$ cat src/rtl/irq_responder.sv
// CPU-side interrupt responder: takes intc requests at instruction boundaries,
// redirects the PC to the ISR vector, runs the 4-phase IACK handshake and handles ERET.
module irq_responder #(
  parameter int ACK_TIMEOUT = 16,
  parameter int CNT_W       = 8,
  parameter bit RESET_IE    = 1'b0
) (
  input  logic             clk,
  input  logic             rst,
  input  logic             irq,
  input  logic [31:0]      iaddr,
  output logic             iack,
  input  logic [31:0]      pc_next,
  input  logic             pc_en,
  input  logic             eret,
  input  logic             ie_wr,
  input  logic             ie_wd,
  output logic             pc_redirect,
  output logic [31:0]      pc_target,
  output logic [31:0]      epc,
  output logic             in_isr,
  output logic             ie,
  output logic             ack_timeout,
  output logic [CNT_W-1:0] irq_count
);

  localparam int TW = $clog2(ACK_TIMEOUT + 1);
  localparam logic [TW-1:0] TO_LAST = TW'(ACK_TIMEOUT - 1);

  typedef enum logic [1:0] {IDLE, ACK, SERVICE} state_t;

  state_t           r_state, w_state_nxt;
  logic             r_iack, w_iack_nxt;
  logic [31:0]      r_epc, w_epc_nxt;
  logic             r_in_isr, w_in_isr_nxt;
  logic             r_ie, w_ie_nxt;
  logic             r_to, w_to_nxt;
  logic [CNT_W-1:0] r_irq_cnt, w_irq_cnt_nxt;
  logic [TW-1:0]    r_tcnt, w_tcnt_nxt;
  logic             w_take, w_ret;

  function automatic logic [CNT_W-1:0] sat_inc(input logic [CNT_W-1:0] v);
    return (&v) ? v : v + CNT_W'(1);
  endfunction

  assign w_take = (r_state == IDLE) && irq && r_ie && pc_en;
  assign w_ret  = (r_state == SERVICE) && eret && pc_en;

  always_ff @(posedge clk) begin
    if (!rst) begin
      r_state   <= IDLE;
      r_iack    <= 1'b0;
      r_epc     <= '0;
      r_in_isr  <= 1'b0;
      r_ie      <= RESET_IE;
      r_to      <= 1'b0;
      r_irq_cnt <= '0;
      r_tcnt    <= '0;
    end else begin
      r_state   <= w_state_nxt;
      r_iack    <= w_iack_nxt;
      r_epc     <= w_epc_nxt;
      r_in_isr  <= w_in_isr_nxt;
      r_ie      <= w_ie_nxt;
      r_to      <= w_to_nxt;
      r_irq_cnt <= w_irq_cnt_nxt;
      r_tcnt    <= w_tcnt_nxt;
    end
  end

  always_comb begin
    w_state_nxt   = r_state;
    w_iack_nxt    = r_iack;
    w_epc_nxt     = r_epc;
    w_in_isr_nxt  = r_in_isr;
    w_ie_nxt      = r_ie;
    w_to_nxt      = r_to;
    w_irq_cnt_nxt = r_irq_cnt;
    w_tcnt_nxt    = r_tcnt;
    pc_redirect   = 1'b0;
    pc_target     = r_epc;

    // Lowest-priority ie source; take and return below override it.
    if (ie_wr) w_ie_nxt = ie_wd;

    case (r_state)
      IDLE: begin
        if (w_take) begin
          pc_redirect   = 1'b1;
          pc_target     = iaddr;
          w_epc_nxt     = pc_next;
          w_ie_nxt      = 1'b0;
          w_in_isr_nxt  = 1'b1;
          w_irq_cnt_nxt = sat_inc(r_irq_cnt);
          w_iack_nxt    = 1'b1;
          w_tcnt_nxt    = '0;
          w_state_nxt   = ACK;
        end
      end
      ACK: begin
        w_tcnt_nxt = r_tcnt + TW'(1);
        if (!irq) begin
          w_iack_nxt  = 1'b0;
          w_state_nxt = SERVICE;
        end else if (r_tcnt == TO_LAST) begin
          w_iack_nxt  = 1'b0;
          w_to_nxt    = 1'b1;
          w_state_nxt = SERVICE;
        end
      end
      SERVICE: begin
        if (w_ret) begin
          pc_redirect  = 1'b1;
          w_ie_nxt     = 1'b1;
          w_in_isr_nxt = 1'b0;
          w_state_nxt  = IDLE;
        end
      end
      default: w_state_nxt = IDLE;
    endcase

    // The CPU must never be redirected while the core is held in reset.
    if (!rst) begin
      pc_redirect = 1'b0;
      pc_target   = '0;
    end
  end

  assign iack        = r_iack;
  assign epc         = r_epc;
  assign in_isr      = r_in_isr;
  assign ie          = r_ie;
  assign ack_timeout = r_to;
  assign irq_count   = r_irq_cnt;

endmodule
$ cat config.mk
export PLATFORM = sky130hd
export DESIGN_NAME = irq_responder
export DESIGN_NICKNAME = d
export VERILOG_FILES = /design/src/rtl/irq_responder.sv
export SDC_FILE = /design/constraint.sdc
export NUM_CORES = 1
export LEC_CHECK = 0
export ABC_AREA = 1
export CORE_MARGIN = 2
export CORE_UTILIZATION = 37
export CTS_CLUSTER_SIZE = 10
export DETAILED_ROUTE_END_ITERATION = 10
export HOLD_SLACK_MARGIN = 0.05
export PLACE_DENSITY = 0.89
export SETUP_SLACK_MARGIN = 0.2
export SYNTH_ARGS = -nofsm -noshare
export SYNTH_HDL_FRONTEND = slang
export SYNTH_SLANG_ARGS = --single-unit
export TNS_END_PERCENT = 10
$ cat constraint.sdc
create_clock -name clk -period 2.2 [get_ports clk]
set_input_delay 0.66 -clock clk [delete_from_list [all_inputs] [get_ports clk]]
set_output_delay 0.66 -clock clk [all_outputs]
set_load 0.02 [all_outputs]
==> qor.yml <==
outcome:
  status: "finished, violations left"
  violations: "negative setup slack"
setup_path:
  crit_top_cell: "buf_6"
  ff2ff_setup_slack_ps: 370
  cp-startpoint: "irq"
  startpoint_type: "primary input"
  cp_slowest_cell: "nor2_4"
  end_kind: "primary output"
  path_buf_inv: 5
  worstReg2RegStart: "ie$_SDFF_PN0_"
  worstPathRequired_ps: 1540
  critPathArrivalTime_ps: 1670
  worstReg2RegEnd: "irq_count[7]$_SDFFE_PN0P_"
  cp_slowest_stage_delay_ps: 160
  cp_max_fo: 7
  crit_family: "buffers and inverters"
  rr_worst_depth: 11
  path_cells: "buf_8 > nand3_4 > nor2_4 > buf_6 > buf_12 > buf_16 > nand2_2 > a21oi_4 > buf_6"
  worst-setup-path-type: "in -> out"
logic_synthesis:
  synth_seq_area_share_pct: 43.1
  postSynthAreaPerCell_um2: 7.01
  synth_adder_area_share_pct: 1.58
  synth.mux.area_fraction_pct: 0
  synth_top_family_by_area: "simple AND/OR/NAND/NOR gates"
  synth_nets: 412
  yosys_warnings: 0
  synth_compound_area_share_pct: 18.4
  syn_area_um2: 2370
  synthDistinctLibCells: 26
  synth_cells: 338
  yosys.area_share.simple_pct: 27.4
  synth_xor_area_share_pct: 1.11
  synth-seq-cells: 51
cts:
  htree_levels: 2
  cts.clk_slew.worst_paths_ps: 90
  cts_root_buf: "clkbuf_8"
  cts_buffers: 5
  clock_latency_ps: 310
  cts.sinks: 51
  cts_tree: "done"
  clk_path_buf_depth: 2
layout:
  syn_to_final_growth_pct: 112
  antenna_cells: 0
  fillers: 402
  layout_common_cells: "nand2_1 (97), clkdlybuf4s50_1 (97), dfxtp_1 (51), buf_4 (45), a21oi_1 (43)"
  nets: 599
  design_area_um2: 5020
  drive_above_1_share_pct: 32.5
global_routing:
  grt_use_total_pct: 28.2
  antenna_found_initial: 0
  grt_first_pass_wirelength_mm: 16.0
  grt_max_degree: 18
  grt.overflow.total: 0
  first_global_vias: 3232
detailed_routing:
  vias: 3078
  wl_per_cell_um: 16.6
  drt_iter0_drc: 130
  drtPass1Iterations: 4
  wl_mm: 10.0
  drc: 0
  antenna_left: 0
  via_per_inst: 5.10
floorplan:
  core_area_um2: 6280
  placementRows: 29
  start_util_pct: 37.7
  die_w_um: 84.0
  die_y_um: 84.0
  io_pins: 148
  dieArea_um2: 7060
job:
  cap_violations: 0
power:
  power_density_nw_per_um2: 417
  peakVddDrop_v: 0.000394
  clock_power_share_pct: 32.4
  sw_frac_of_total_pct: 25.2
  pwr-share-seq_pct: 45.6
  p_leak_uw: 0.00198
  p_comb_share_pct: 22.0
  p_sw_uw: 526
  intPower_uw: 1570
timing:
  rsz0062_at_grt: "yes"
  finalCritPeriodShare_pct: 106
  worst_pin_slew_ps: 290
  setup_viol: 32
  relSlewSlack_pct: 80.6
  timing.final.ws_setup_ps: -130
  clock_skew_ps: 8.22
  hold_viol: 0
  whs_ps: 488
  period_needed_ps: 2330
  fmax_mhz: 429
  slew_viol_final: 0
min_path:
  worstHoldStart: "r_tcnt[3]$_SDFFE_PN0P_"
  hold-path-cell-count: 2
  min_to: "r_tcnt[3]$_SDFFE_PN0P_"
  hold_class: "reg -> reg"
placed_design:
  hpwl_mm: 6.75
  gp_congestion: 0.832
  numPortBuffers: 147
  postPlaceCellArea_um2: 4600
[repair_timing]
item	CTS	global route
resized for setup	241	14
endpoints found under the setup margin	45	38
endpoints found under the hold margin	0	0
hold buffers	0	0
pin swaps	4	5
gates cloned	3	0
buffers inserted	8	0
[power groups by stage]
stage / Clock, uW / Sequential, uW / Combinational, uW
final: 677 / 953 / 461
after global routing: 726 / 955 / 485
after CTS: 688 / 952 / 456
after detailed placement: 0 / 974 / 419
after global placement: 0 / 973 / 411
after floorplan: 0 / 993 / 146
[area by class of cell]
type	count	area, um^2	area share (%)
timing repair buffer	199	2090	41.6
multi-input combinational	252	1630	32.5
sequential	51	1020	20.3
tap	77	96.3	1.92
clock buffer	6	82.6	1.65
inverter	16	62.6	1.25
clock inverter	2	35.0	0.698
[cells by family (layout without fill, tap and decap cells)]
family,Yosys count,after routing
adder cells (fa/ha/maj),3,3
buffers and inverters,35,223
flip-flops,51,51
AO/OA/AOI/OAI,85,85
XOR/XNOR,3,3
AND/OR/NAND/NOR,161,161
[tightest hold or removal path, cell delays in order (launching register included)]
cell and delay (ps):
dfxtp_1 330, nand2_1 70, a21oi_1 60
[flip-flops by register name (all words and copies together), names as in the netlist]
signal / cells
ie: 1
iack: 1
r_tcnt: 5
r_state: 2
epc: 32
in_isr: 1
ack_timeout: 1
irq_count: 8
[metrics by stage]
step	power [uW]	setup WS (ps)	cells	utilization, %	setup TNS [ps]
3_5_place_dp	1390	-1090	584	73.4	-35730
2_1_floorplan	1140	87.0	338	-	0
5_1_grt	2170	-188	603	79.9	-4510
4_1_cts	2100	-103	603	79.3	-1960
3_3_place_gp	1380	-1000	584	73.4	-32820
6_report	2090	-130	603	79.9	-3170
[Yosys cell counts]
cell,number,area share (%)
nand2_1,127,20
a21oi_1,76,16
dfxtp_1,51,43
nor2_1,17,2.7
inv_1,14,2.2
nand3_1,7,1.5
clkbuf_1,6,0.95
buf_2,5,1.1
buf_6,5,2.4
o21ai_0,5,1.1
ha_1,3,1.6
xor2_1,3,1.1
buf_4,2,0.63
inv_2,2,0.32
nand4_1,2,0.53
nor2_2,2,0.53
or2_2,2,0.53
a211oi_1,1,0.32
a31oi_1,1,0.26
buf_12,1,0.85
nand2_2,1,0.26
nand2_4,1,0.48
nand3_2,1,0.42
nand3b_1,1,0.32
o211a_1,1,0.42
o21bai_1,1,0.32
[worst max-delay path by stage]
stage | to | slack, ps | depth (start not counted)
4_1_cts | pc_target[6] | -100 | 9
2_1_floorplan | pc_target[13] | 90 | 4
6_report | pc_target[3] | -130 | 9
3_3_place_gp | pc_target[12] | -1000 | 7
5_1_grt | pc_target[10] | -190 | 9
3_5_place_dp | pc_target[24] | -1090 | 7
[metal layers]
metal,GRT usage (%),up-vias,share of wire [%]
met5,0,-,0
met4,11.6,0,3.2
met3,5.24,30,5.9
met2,52.2,143,53
met1,31.4,1437,38
li1,-,1468,-
No activity file was read; power rests on OpenSTA's default activity.
